--- src/rtl/dtree_pkg.sv ---
// Shared types and widths for the decision-tree feeder and dtree core.
// Widths of level/path match the dtree result bus.
package dtree_pkg;
  localparam int IN_WIDTH = 10;
  localparam int FEATURES = 3;
  localparam int LVL_W = 2;
  localparam int PATH_W = 2;

  typedef enum logic [1:0] {
    LOAD,
    STREAM,
    GAP,
    DONE
  } state_t;

  typedef struct packed {
    logic [LVL_W-1:0] level;
    logic [PATH_W-1:0] path;
    logic err;
  } dt_res_t;

  function automatic int cw(input int n);
    return (n > 1) ? $clog2(n) : 1;
  endfunction
endpackage

--- src/rtl/dtree_feature_buf.sv ---
// Feature vector register file: one write port, one async read port.
// Storage is not reset; contents are always rewritten before use.
module dtree_feature_buf #(
  parameter int DEPTH = 3,
  parameter int WIDTH = 10,
  parameter int AW = 2
) (
  input  logic             clk,
  input  logic             we,
  input  logic [AW-1:0]    waddr,
  input  logic [WIDTH-1:0] wdata,
  input  logic [AW-1:0]    raddr,
  output logic [WIDTH-1:0] rdata
);
  logic [WIDTH-1:0] mem [DEPTH];

  always_ff @(posedge clk) begin
    if (we) mem[waddr] <= wdata;
  end

  assign rdata = mem[raddr];
endmodule

--- src/rtl/dtree_feeder.sv ---
// Buffers one feature vector and replays it into dtree until it answers
// or the pass budget runs out; reports a registered result pulse.
module dtree_feeder #(
  parameter int FEATURES = dtree_pkg::FEATURES,
  parameter int IN_WIDTH = dtree_pkg::IN_WIDTH,
  parameter int MAX_PASSES = 4
) (
  input  logic                         clk,
  input  logic                         reset,
  input  logic [IN_WIDTH-1:0]          in_sample,
  input  logic                         in_valid,
  output logic                         in_ready,
  output logic [IN_WIDTH-1:0]          dt_sample,
  output logic                         dt_valid,
  input  logic                         dt_ready,
  input  logic [dtree_pkg::LVL_W-1:0]  dt_level,
  input  logic [dtree_pkg::PATH_W-1:0] dt_path,
  input  logic                         dt_out_valid,
  output logic [dtree_pkg::LVL_W-1:0]  res_level,
  output logic [dtree_pkg::PATH_W-1:0] res_path,
  output logic                         res_valid,
  output logic                         res_err,
  output logic [7:0]                   drop_count
);
  import dtree_pkg::*;

  localparam int IW = cw(FEATURES);
  localparam int PW = cw(MAX_PASSES + 1);
  localparam logic [IW-1:0] LAST = IW'(FEATURES - 1);
  localparam logic [PW-1:0] PLAST = PW'(MAX_PASSES - 1);

  state_t state_q, state_d;
  logic [IW-1:0] wr_idx, rd_idx;
  logic [PW-1:0] pass_cnt;
  logic [IN_WIDTH-1:0] rd_data;
  logic rdy_q;
  logic ld_beat, dt_beat;
  logic last_wr, last_rd;
  logic hit, abort;
  dt_res_t res_q;

  assign ld_beat = in_valid && rdy_q;
  assign dt_beat = dt_valid && dt_ready;
  assign last_wr = wr_idx == LAST;
  assign last_rd = rd_idx == LAST;
  assign hit = dt_out_valid &&
               (state_q == STREAM || state_q == GAP);
  assign abort = state_q == STREAM && !dt_out_valid &&
                 dt_beat && last_rd && pass_cnt == PLAST;

  dtree_feature_buf #(
    .DEPTH(FEATURES),
    .WIDTH(IN_WIDTH),
    .AW(IW)
  ) u_buf (
    .clk(clk),
    .we(ld_beat),
    .waddr(wr_idx),
    .wdata(in_sample),
    .raddr(rd_idx),
    .rdata(rd_data)
  );

  always_ff @(posedge clk) begin
    if (!reset) state_q <= LOAD;
    else state_q <= state_d;
  end

  always_comb begin
    state_d = state_q;
    unique case (state_q)
      LOAD:
        if (ld_beat && last_wr) state_d = STREAM;
      STREAM:
        if (dt_out_valid) state_d = DONE;
        else if (dt_beat && last_rd)
          state_d = (pass_cnt == PLAST) ? DONE : GAP;
      GAP:
        state_d = dt_out_valid ? DONE : STREAM;
      DONE:
        state_d = LOAD;
      default:
        state_d = LOAD;
    endcase
  end

  always_comb begin
    in_ready = rdy_q;
    dt_valid = state_q == STREAM;
    dt_sample = dt_valid ? rd_data : '0;
  end

  // in_ready comes from a flop so it stays low for the reset cycle
  always_ff @(posedge clk) begin
    if (!reset) begin
      rdy_q <= 1'b0;
      wr_idx <= '0;
      rd_idx <= '0;
      pass_cnt <= '0;
      drop_count <= '0;
    end else begin
      rdy_q <= state_d == LOAD;
      if (in_valid && !rdy_q && drop_count != 8'hFF)
        drop_count <= drop_count + 8'd1;
      if (ld_beat)
        wr_idx <= last_wr ? '0 : wr_idx + 1'b1;
      if (ld_beat && last_wr) begin
        rd_idx <= '0;
        pass_cnt <= '0;
      end else if (hit) begin
        rd_idx <= '0;
      end else if (state_q == STREAM && dt_beat) begin
        rd_idx <= last_rd ? '0 : rd_idx + 1'b1;
        if (last_rd) pass_cnt <= pass_cnt + 1'b1;
      end
    end
  end

  always_ff @(posedge clk) begin
    if (!reset) begin
      res_q <= '0;
      res_valid <= 1'b0;
    end else begin
      res_valid <= state_d == DONE;
      if (hit) res_q <= '{dt_level, dt_path, 1'b0};
      else if (abort) res_q <= '{'0, '0, 1'b1};
    end
  end

  assign res_level = res_q.level;
  assign res_path = res_q.path;
  assign res_err = res_q.err;
endmodule

--- config.mk ---
export PLATFORM = sky130hd
export DESIGN_NAME = dtree_feeder
export DESIGN_NICKNAME = d
export VERILOG_FILES = /design/src/rtl/dtree_pkg.sv /design/src/rtl/dtree_feature_buf.sv /design/src/rtl/dtree_feeder.sv
export SDC_FILE = /design/constraint.sdc
export NUM_CORES = 1
export LEC_CHECK = 0
export ABC_CLOCK_PERIOD_IN_PS = 2350
export BUFFER_PORTS_ARGS = -buffer_cell sky130_fd_sc_hd__buf_2
export CAP_MARGIN = 20
export CORE_MARGIN = 2
export CORE_UTILIZATION = 29
export DETAILED_ROUTE_END_ITERATION = 10
export PLACE_DENSITY = 0.51
export RECOVER_POWER = 25
export SKIP_CTS_REPAIR_TIMING = 1
export SLEW_MARGIN = 0
export SYNTH_ARGS = -nofsm -noshare
export SYNTH_HDL_FRONTEND = slang
export SYNTH_SLANG_ARGS = --single-unit
--- constraint.sdc ---
create_clock -name clk -period 2.35 [get_ports clk]
set_input_delay 0.235 -clock clk [delete_from_list [all_inputs] [get_ports clk]]
set_output_delay 0.235 -clock clk [all_outputs]
set_load 0.03 [all_outputs]
Word level (Yosys, flattened, before mapping)
Memory sizes are Yosys's and may differ from the RTL's. A register that Yosys moved wholly into a read port is not among the register bits.
Index checks and enable logic that the tools add are counted.
Word-level totals
  register bits after elaboration: 24
  memories kept: 1
  word-level logic and storage cells: 62
  RAM bits: 30
Memory list
  u_buf.mem: words 3, width 10, read ports 1, clocked after Yosys merged registers in 1, write ports 1, line dtree_feature_buf.sv:15  | logic [WIDTH-1:0] mem [DEPTH];
Cells by class
  eq/ne operators: 8
  reductions and logical operators: 22
  bitwise gates (word level): 2
  multiplexer cells: 15
  add/sub/neg operators: 4
Operator list (count)
  $mux W2: 8
  $logic_and A1 B1 Y1: 12
  $eq A2 B2 Y1 const B: 5
  $mux W10: 1
  $mux W5: 2
  $add A8 B1 Y8 const B: 1
  $ne A8 B8 Y1 const B: 1
  $pmux W2 S4: 1
  $add A2 B1 Y2 const B: 2
  $logic_not A2 Y1: 2
  $reduce_or A2 Y1: 2
  $add A3 B1 Y3 const B: 1
  $eq A3 B2 Y1 const B: 1
  $mux W1: 3
  $reduce_and A3 Y1: 1
  $reduce_or A3 Y1: 1
  $eq A2 B1 Y1 const B: 1
  $logic_not A1 Y1: 2
  $not A1 Y1: 2
  $reduce_bool A2 Y1: 1
  $logic_or A1 B1 Y1: 1

Logic depth before layout (Yosys ltp)
  word-level depth: 7
  mapped depth: 7

Modules after synthesis
Synthesis repeated with hierarchy kept, for this count alone.
Second synthesis, totals
  cells, all modules: 201
  area, all modules: 2312.2 um^2
Modules (own cells, without submodules)
  dtree_feeder: sequential area each 480.5 um^2, area an instance 1173.6 um^2, times used 1, cells each 135
  dtree_feature_buf: sequential area each 900.9 um^2, area an instance 1138.6 um^2, times used 1, cells each 66

Worst setup path before layout
No wires, ideal clock.
  kind: flip-flop to flip-flop
  start point: register rdy_q (netlist: in_ready)
  end point: memory u_buf.mem[1][0], enable pin
  arrival: 1.608 ns
  buffers on the path: 0
  path slack: 0.347 ns
  stages on the path, launching flop included: 3
  setup time: 0.395 ns
  path through: dfxtp_1 -> nand2_1 -> nor3b_1
On the way
  cells in the longest elaborated chain, start to end: 3
RTL lines
  start: declaration: line dtree_feeder.sv:36  | logic rdy_q;
  start signal: assignment: line dtree_feeder.sv:96  | rdy_q <= 1'b0;
  start signal: assignment: line dtree_feeder.sv:102  | rdy_q <= state_d == LOAD;
  $logic_and A1 B1 Y1: line dtree_feeder.sv:42  | assign ld_beat = in_valid && rdy_q;
  $mux W1: line dtree_feature_buf.sv:18  | if (we) mem[waddr] <= wdata;
  $mux W1 (not written as such): line dtree_feature_buf.sv:18
  end: declaration: line dtree_feature_buf.sv:15
No other way between the ends.

==> qor.csv <==
metric,value,unit
reg2reg start,state_q[1],
skew final,7.96,ps
number of stages on the worst hold path,1,
outcome,"finished, final reports clean",
largest net degree at the start of global routing,21,
initial DRC count,48,
synthesized flop and latch total,56,
maximum root-to-sink buffer count,2,
# Max-Cap Violations,0,
Fillers,802,
RSZ-0062 raised after global routing,false,
Reg2Reg Capture Point,res_path[0],
Tmin final,1940,ps
Slew headroom,0.591,
largest cells by area after synthesis,"edfxtp_1, dfxtp_1, mux2i_1",
maximum vdd drop,386,uV
GR Overflow Total,0,
Mapped Nets,227,
Hold WC Path Type,primary input to register,
Post-synth EDFFs,30,
DRT Pass-1 Iters,4,
slowest cell on the critical path,dfxtp_1,
Ys Warns,0,
final setup margin,411,ps
share of cells above drive strength 1,0.218,
Hold Path Origin,in_sample[0],
Worst-Margin Slew,613,ps
Wirelength per Cell,12.6,microns
I/O Buffers,44,
initial core utilization,0.300,
"commonest non-fill, non-tap cell in the layout",buf_2,
Syn Area/Cell,11.6,sq um
Rows,32,
"commonest non-fill, non-tap cells in the layout","buf_2, edfxtp_1, dfxtp_1",
Crit. End Element,primary output,
H-Tree Level Count,2,
post-synthesis sequential area ratio,0.609,
first-pass GRT wire length,7350,microns
HPWL after DPL,3180,microns
clk root buf,clkbuf_8,
worst-skew pair later-pin latency,310,ps
Reg2Reg Setup Slack,710,ps
CTS Buf Count,5,
Post-Route WL,4450,microns
cell taking the most area after synthesis,edfxtp_1,
startpoint types,register,
detailed-route DRC error count,0,
"Cell Chain, Critical Path",mux2i_1 -> o21ai_0 -> and2_1 -> buf_2,
"Hold Violations, Final",0,
CP top delay family,flip-flops,
area grow syn2layout,19.8,%
initial antenna violation count,0,
path depth of the worst reg2reg path,6,
CP Max Fanout,10,
period utilisation layout,0.825,
GPL Wtd Cong,0.706,
setup TNS,0,ps
Buf/Inv on CP,1,
Required @ worst endpoint,2120,ps
Hold EP,u_buf.mem[2][0],
"Top FF cell, synth",edfxtp_1,
PD cells,904,mW/mm^2
CTS tree,done,
dpl ws,717,ps
hold_ws,153,ps
final core occ,0.360,
LEAKAGE,1.02,nW
final count of pins violating max slew,0,
Yosys top cell area share,0.386,
Die W,93.7,microns
Die Y,93.7,microns
die area,0.00878,sq mm
Via density,4.56,
vias in the first global route,1552,
via count,1616,
Final Setup Violations,0,
Crit Path Category,register to primary output,
Final #Nets,276,
Synth Cell Area,0.00233,sq mm
CORE AREA,0.00777,sq mm
Highest Clock Rate,516,MHz
I/O pins,45,
Worst Path Arrival,1700,ps
CTS sink cnt,56,
CP max stage delay,710,ps
asr flop ratio synth,0,
Netlist cell types,41,
final antenna-violating net count,0,
gr usage total,0.109,
Worst-path clk slew,100,ps
Synth Instances,202,
diodes inserted,0,
flip-flops by register name, indices dropped and copies added (netlist names), named ones only:
name	count
rd_idx	2
drop_count	8
state_q	2
u_buf.mem	30
in_ready	1
wr_idx	2
pass_cnt	3
res_level	2
res_err	1
res_valid	1
res_path	2
cell usage after synthesis, types with 2 or more instances:
master,instances
a211oi_1,3
a21oi_1,16
and2_1,12
and4b_1,2
clkbuf_1,5
dfxtp_1,26
edfxtp_1,30
ha_1,6
inv_1,3
mux2i_1,12
nand2_1,22
nand2b_1,3
nand3_1,4
nor2_1,12
nor3_1,6
nor3b_1,3
o21ai_0,12
xnor2_1,2
how the worst max path moves through the flow:
stage                    start         endpoint  slack, ps  cells after the start
floorplan             in_ready  u_buf.mem[1][0]        350                      2
global placement      register     dt_sample[8]        730                      4
detailed placement  state_q[1]      res_path[0]        720                      6
CTS                   register     dt_sample[6]        380                      4
global route          register     dt_sample[4]        260                      4
finish                register     dt_sample[6]        410                      4
layer usage:
metal,vias up,routed length [microns],track usage
met1,730,2300,0.149
met3,7,237,0.0265
met4,0,62,0.0435
met2,49,1850,0.165
met5,-,0,0
li1,830,-,-
cell type report:
class                   count  area (sq um)  area share
clock buffers               5          68.8      0.0246
clock inverters             3          46.3      0.0166
inverters                   4          15.0     0.00537
multi-input cells         136           878       0.314
flip-flops and latches     56          1420       0.509
well taps                 102           128      0.0457
repair buffers             48           238      0.0850
report_power, final:
group	internal [W]	switching, W	leakage (nW)
Combinational	0.000251	0.000434	0.473
Sequential	0.00113	0.0000733	0.483
Clock	0.000323	0.000312	0.0600
stage by stage:
stage          total power (W)  std cells  cell area [sq um]
2_1_floorplan          0.00172        202               2330
3_3_place_gp           0.00192        346               2690
3_5_place_dp           0.00192        346               2690
4_1_cts                0.00257        354               2810
5_1_grt                0.00270        354               2800
6_report               0.00253        354               2800
cells by family after synthesis:
logic type,Yosys count,synth area share
DFF,56,0.609
buffers and inverters,10,0.0166
xor gates and xnor gates,3,0.0113
AOI/OAI and AO/OA,38,0.0992
adders and majority gates,6,0.0322
and+or+nand+nor,77,0.180
muxes,12,0.0515
No activity file was read; power rests on OpenSTA's default activity.
